--- src/rtl/dev_info_poller.sv ---
`timescale 1ns/1ps
// dev_info_poller
//   Periodically (or on a manual start) reads the eight 32-bit device-info words over an
//   Avalon-MM read master, stages them, and commits all eight at once into a shadow bank.
//   Checks the magic word and that the runtime word advances, and flags reads that hang.
//
// Ports
//   clk, reset            single clock, synchronous active-high reset
//   avm_*                 Avalon-MM read master (one read outstanding at a time)
//   start                 one-cycle manual poll trigger, ignored while busy
//   err_clr               clears the sticky error flags (a same-cycle set wins)
//   snap_sel / snap_data  registered read port into the shadow bank, 1-cycle latency
//   snap_valid            one-cycle pulse when a new snapshot is visible
//   snap_ready            high once any snapshot has been committed
//   magic_err             sticky: word 0 was not 32'h4D464441 at commit
//   stall_err             sticky: runtime word (2) did not change between commits
//   timeout_err           sticky: a read did not complete within TIMEOUT_CLK cycles
//   busy                  high while a poll is in progress
module dev_info_poller #(
  parameter int unsigned INPUT_CLOCK = 100_000_000,
  parameter int unsigned POLL_MS     = 100,
  parameter int unsigned TIMEOUT_CLK = 1024
) (
  input  logic        clk,
  input  logic        reset,
  output logic [2:0]  avm_address,
  output logic        avm_read,
  input  logic        avm_waitrequest,
  input  logic [31:0] avm_readdata,
  input  logic        avm_readdatavalid,
  input  logic        start,
  input  logic        err_clr,
  input  logic [2:0]  snap_sel,
  output logic [31:0] snap_data,
  output logic        snap_valid,
  output logic        snap_ready,
  output logic        magic_err,
  output logic        stall_err,
  output logic        timeout_err,
  output logic        busy
);

  localparam int unsigned MsDiv = (INPUT_CLOCK / 1000 > 0) ? INPUT_CLOCK / 1000 : 1;
  localparam int unsigned PreW  = (MsDiv > 1) ? $clog2(MsDiv) : 1;
  localparam int unsigned PollW = (POLL_MS > 1) ? $clog2(POLL_MS) : 1;
  localparam int unsigned ToW   = $clog2(TIMEOUT_CLK + 1);
  localparam logic [31:0] Magic = 32'h4D46_4441;

  typedef enum logic [1:0] {StIdle, StReq, StWait, StCommit} state_e;

  state_e            state_q, state_d;
  logic [PreW-1:0]   pre_q, pre_d;
  logic [PollW-1:0]  poll_q, poll_d;
  logic              pend_q, pend_d;
  logic [2:0]        idx_q, idx_d;
  logic [ToW-1:0]    to_q, to_d;

  logic [31:0] staging_q [8];
  logic [31:0] shadow_q  [8];

  logic        ms_tick, poll_tick, to_expired;
  logic        capture, commit, timed_out;
  logic        magic_set, stall_set;
  logic [31:0] snap_word;

  // Timers and FSM next state
  always_comb begin
    ms_tick   = (pre_q == PreW'(MsDiv - 1));
    pre_d     = ms_tick ? '0 : pre_q + 1'b1;
    poll_tick = ms_tick && (poll_q == PollW'(POLL_MS - 1));
    poll_d    = poll_q;
    if (ms_tick) begin
      poll_d = poll_tick ? '0 : poll_q + 1'b1;
    end

    state_d    = state_q;
    idx_d      = idx_q;
    to_d       = to_q;
    pend_d     = pend_q | poll_tick;  // at most one request is remembered
    capture    = 1'b0;
    commit     = 1'b0;
    timed_out  = 1'b0;
    to_expired = (to_q >= ToW'(TIMEOUT_CLK - 1));

    unique case (state_q)
      StIdle: begin
        if (pend_q || poll_tick || start) begin
          state_d = StReq;
          idx_d   = '0;
          to_d    = '0;
          pend_d  = 1'b0;
        end
      end
      StReq: begin
        if (!avm_waitrequest) begin
          state_d = StWait;
          to_d    = to_q + 1'b1;
        end else if (to_expired) begin
          timed_out = 1'b1;
        end else begin
          to_d = to_q + 1'b1;
        end
      end
      StWait: begin
        if (avm_readdatavalid) begin
          capture = 1'b1;
          if (idx_q == 3'd7) begin
            state_d = StCommit;
          end else begin
            idx_d   = idx_q + 3'd1;
            to_d    = '0;
            state_d = StReq;
          end
        end else if (to_expired) begin
          timed_out = 1'b1;
        end else begin
          to_d = to_q + 1'b1;
        end
      end
      StCommit: begin
        commit  = 1'b1;
        state_d = StIdle;
      end
      default: state_d = StIdle;
    endcase

    if (timed_out) begin
      state_d = StIdle;
    end
  end

  // snap_data follows the bank as it will be after this edge, so the committed words and
  // snap_valid appear together and a half-written bank is never visible.
  always_comb begin
    snap_word = commit ? staging_q[snap_sel] : shadow_q[snap_sel];
    magic_set = commit && (staging_q[0] != Magic);
    stall_set = commit && snap_ready && (staging_q[2] == shadow_q[2]);
  end

  always_ff @(posedge clk) begin
    if (reset) begin
      state_q <= StIdle;
      pre_q   <= '0;
      poll_q  <= '0;
      pend_q  <= 1'b0;
      idx_q   <= '0;
      to_q    <= '0;
    end else begin
      state_q <= state_d;
      pre_q   <= pre_d;
      poll_q  <= poll_d;
      pend_q  <= pend_d;
      idx_q   <= idx_d;
      to_q    <= to_d;
    end
  end

  always_ff @(posedge clk) begin
    if (reset) begin
      for (int i = 0; i < 8; i++) begin
        staging_q[i] <= '0;
        shadow_q[i]  <= '0;
      end
      snap_data   <= '0;
      snap_valid  <= 1'b0;
      snap_ready  <= 1'b0;
      magic_err   <= 1'b0;
      stall_err   <= 1'b0;
      timeout_err <= 1'b0;
    end else begin
      if (capture) begin
        staging_q[idx_q] <= avm_readdata;
      end
      if (commit) begin
        shadow_q   <= staging_q;
        snap_ready <= 1'b1;
      end
      snap_data   <= snap_word;
      snap_valid  <= commit;
      magic_err   <= magic_set | (magic_err & ~err_clr);
      stall_err   <= stall_set | (stall_err & ~err_clr);
      timeout_err <= timed_out | (timeout_err & ~err_clr);
    end
  end

  assign avm_read    = (state_q == StReq);
  assign avm_address = avm_read ? idx_q : 3'd0;
  assign busy        = (state_q != StIdle);

endmodule

--- config.mk ---
export PLATFORM = sky130hd
export DESIGN_NAME = dev_info_poller
export DESIGN_NICKNAME = d
export VERILOG_FILES = /design/src/rtl/dev_info_poller.sv
export SDC_FILE = /design/constraint.sdc
export NUM_CORES = 1
export LEC_CHECK = 0
export ABC_CLOCK_PERIOD_IN_PS = 2500
export CORE_MARGIN = 2
export CORE_UTILIZATION = 40
export DETAILED_ROUTE_END_ITERATION = 10
export GPL_TIMING_DRIVEN = 0
export PLACE_DENSITY = 0.57
export SYNTH_ARGS = -nofsm -noshare
export SYNTH_HDL_FRONTEND = slang
export SYNTH_SLANG_ARGS = --single-unit
--- constraint.sdc ---
create_clock -name clk -period 2.5 [get_ports clk]
set_input_delay 0.5 -clock clk [delete_from_list [all_inputs] [get_ports clk]]
set_output_delay 0.5 -clock clk [all_outputs]
set_load 0.005 [all_outputs]
==> summary.md <==
| Metric | Value |
|---|---|
| Status | finished, final reports clean |
| Largest net degree at the start of global routing | 15 |
| Antenna violations before repair | 1 |
| Final setup violating endpoints | 0 |
| Sequential-to-total area share from yosys stat | 0.470 |
| Filler cells | 5865 |
| Switch share | 0.260 |
| Clock tree root buffer cell | clkbuf_16 |
| DP Cell Count | 3465 |
| Clock transition at path regs | 60 ps |
| Total track usage | 0.264 |
| Max-slew headroom | 0.247 |
| HP Class | primary input to register |
| Congestion Overflow GR | 0 |
| CP required | 2970 ps |
| Hold Vio Cnt, Final | 0 |
| Later-pin clock latency in the skew report | 610 ps |
| CP startpoint kind | register |
| FP Rows | 91 |
| CTS tree | yes |
| Met1 global-route usage | 0.346 |
| RSZ-0062 raised after global routing | no |
| Power share of the combinational group | 0.111 |
| H-tree depth | 3 |
| Synth Warn # | 0 |
| Worst-margin pin slew | 1130 ps |
| Peak supply drop | 0.462 mV |
| Internal Power | 16.4 mW |
| Post-layout minimum cycle time | 2420 ps |
| Detailed-route DRC error count | 0 |
| Non-filler cells, final | 3587 |
| Max-cap violations | 0 |
| Pwr dens | 756 mW/mm^2 |
| First-pass GRT wire length | 127 mm |
| Data arrival, critical path | 2890 ps |
| Clk pwr share | 0.454 |
| Fin nets | 2752 |
| Met2 global-route usage | 0.421 |
| Vias per inst | 5.60 |
| Placed wire-length estimate | 59.8 mm |
| Share of layout cells above drive strength 1 | 0.152 |
| Clock skew | 25.7 ps |
| Avg Cell Area, Syn | 9.74 sq um |
| Die height | 255 microns |
| Vias | 20100 |
| Wire per inst | 23.8 microns |
| Synthesized cell area | 0.0251 sq mm |
| Total net switching power | 5.74 mW |
| Met3 usage | 0.0710 |
| Sequential power share | 0.435 |
| Largest fanout on the critical path | 6 |
| Synth Register Bits | 590 |
| Static Leakage | 9.91 nW |
| Max Slew Vio Count | 0 |
| Synth Net Count | 2632 |
| Number of buffers created by CTS | 66 |
| Count of different cell masters after synthesis | 50 |
| # clock sinks | 590 |
| DR pass1 iterations | 6 |
| Post-Syn Instances | 2581 |
| Fmax | 0.413 GHz |
| Post-synth ARST share | 0 |
| Final Cycle Share | 0.968 |
| Main flop type after synthesis | dfxtp_1 |
| Die area | 0.0648 sq mm |
| Detailed Route Iter0 Violations | 2041 |
| GP Congestion | 0.936 |
| Die X | 255 microns |
| Worst Setup End Kind | register |
| GRT Max-Usage Layer | met2 |
| Number of synthesized flops with an enable pin | 0 |
| Initial Util | 0.406 |
| Core footprint | 0.0619 sq mm |
| IO Port Bufs | 47 |
| Boundary pin count | 83 |
| Area Overhead vs Synth | 16.2% |
| CTS max path bufs | 3 |
| Vias in the first global route | 20100 |
| Worst hold margin | 230 ps |
| Crit Path Category | register to register |
| Final WL | 85.3 mm |
| ANT nets after route | 0 |
## cells by family after synthesis
kind of cell,share of synthesized area
simple gates,0.162
flops,0.470
mux,0.246
compound gates,0.0624
buf+inv,0.0363
xor+xnor,0.0181
fa+ha+maj,0.00498
## final timing paths
| path | startpoint | end | slack (ps) | cells past startpoint |
|---|---|---|---|---|
| worst max-delay path | pre_q[0]$_SDFF_PP0_ | to_q[4]$_SDFFE_PP0P_ | 80 | 7 |
| worst min-delay path | avm_readdata[0] | staging_q[32]$_SDFFE_PP0P_ | 230 | 3 |
| worst min register to register | magic_err$_SDFF_PP0_ | magic_err$_SDFF_PP0_ | 440 | 2 |
| worst max register to register | pre_q[0]$_SDFF_PP0_ | to_q[4]$_SDFFE_PP0P_ | 80 | 7 |
## layout by cell type, fill, tap and decap left out, drive strengths merged, types with 2 or more instances in the layout
| cell type | count |
|---|---|
| or3 | 8 |
| clkdlybuf4s15 | 4 |
| clkbuf | 266 |
| nor2b | 3 |
| and4 | 3 |
| inv | 13 |
| clkdlybuf4s50 | 47 |
| a21oi | 269 |
| nor4b | 7 |
| buf | 55 |
| nand3 | 17 |
| nand2 | 537 |
| ha | 10 |
| mux2i | 258 |
| bufinv | 5 |
| o21ai | 10 |
| and2 | 39 |
| nand2b | 5 |
| a31oi | 4 |
| nor3 | 8 |
| clkinv | 7 |
| nand4 | 15 |
| nor2 | 312 |
| and4bb | 2 |
| or4 | 2 |
| a41oi | 4 |
| dfxtp | 590 |
| and3 | 7 |
| or2 | 3 |
| o32a | 2 |
| nor4 | 10 |
| a2111oi | 2 |
| mux4 | 160 |
| xnor2 | 15 |
| nor3b | 3 |
| xor2 | 37 |
## per-layer routing
| metal | wire length [microns] | share of wire | vias to the layer above |
|---|---|---|---|
| met2 | 38600 | 0.45 | 870 |
| met3 | 7850 | 0.092 | 201 |
| li1 | - | - | 9088 |
| met5 | 14 | 0.00016 | - |
| met1 | 35800 | 0.42 | 9931 |
| met4 | 2950 | 0.035 | 2 |
## flip-flops by register name, indices dropped and copies added, names as in the netlist, 2 cells and up
| name | count |
|---|---|
| idx_q | 3 |
| poll_q | 7 |
| pre_q | 17 |
| shadow_q | 256 |
| snap_data | 32 |
| staging_q | 256 |
| state_q | 2 |
| to_q | 11 |
## worst max-delay path, stage by stage (launching register included)
cell     delay [ps]
dfxtp_4         360
ha_4            140
and4_4          240
nand4_4         130
o21a_4          270
nor3_1          630
nor2_1          140
o32a_1          380
## metrics by stage
step / instance area [sq um] / setup TNS (ps) / setup WS, ps / total power [mW] / utilization
after floorplan: 25100 / 0 / 7.52 / 11.3 / -
after global placement: 26700 / -387890 / -1200 / 12.1 / 0.430
after detailed placement: 26700 / -404830 / -1300 / 12.1 / 0.430
after CTS: 29100 / 0 / 7.80 / 22.1 / 0.470
after global routing: 29200 / 0 / 2.52 / 22.7 / 0.471
final: 29200 / 0 / 80.7 / 22.1 / 0.471
## cells in the mapped netlist (3+ instances only)
cell type	number	share of area
and3_1	7	0.0017
o21ai_1	4	0.00080
nand2_1	537	0.080
nand2b_1	5	0.0012
ha_1	10	0.0050
nor3_1	8	0.0016
nor3b_1	3	0.00090
nand3_1	17	0.0034
nor4b_1	6	0.0021
nand4_1	14	0.0035
clkbuf_2	32	0.0064
mux4_2	160	0.14
a31oi_1	4	0.0010
nor4_1	10	0.0025
a41oi_1	4	0.0014
xnor2_1	15	0.0052
mux2i_1	258	0.10
clkbuf_1	137	0.020
inv_1	11	0.0016
nor2_1	312	0.047
dfxtp_1	590	0.47
a21oi_1	269	0.054
or3_1	8	0.0020
buf_1	47	0.0070
and2_1	39	0.0097
or2_2	3	0.00075
nor2b_1	3	0.00075
xor2_1	37	0.013
o21ai_0	6	0.0012
## final cells by class
type | count | area [sq um] | area share
diodes | 1 | 2.50 | 0.0000857
well taps | 837 | 1050 | 0.0359
multi-input cells | 1761 | 12500 | 0.428
clock inverters | 15 | 221 | 0.00758
flip-flops and latches | 590 | 11800 | 0.405
inverters | 11 | 41.3 | 0.00141
clock buffers | 101 | 2000 | 0.0684
plain buffers | 217 | 1050 | 0.0361
repair buffers | 54 | 523 | 0.0179
## what timing repair did
item	4_1_cts	5_1_grt
resized for setup	154	52
pin swaps	3	5
endpoints found under the setup margin	542	332
gates cloned	0	0
endpoints found under the hold margin	0	0
setup buffers	2	5
hold buffers	0	0
## power by group through the flow
stage               sequential (mW)  clock (mW)  combinational (mW)
floorplan                      9.76           0                1.50
global placement               9.79           0                2.28
detailed placement             9.80           0                2.32
CTS                            9.59        10.1                2.36
global route                   9.61        10.5                2.55
finish                         9.61        10.0                2.44
Note: power is estimated with default switching activity, not from simulation.
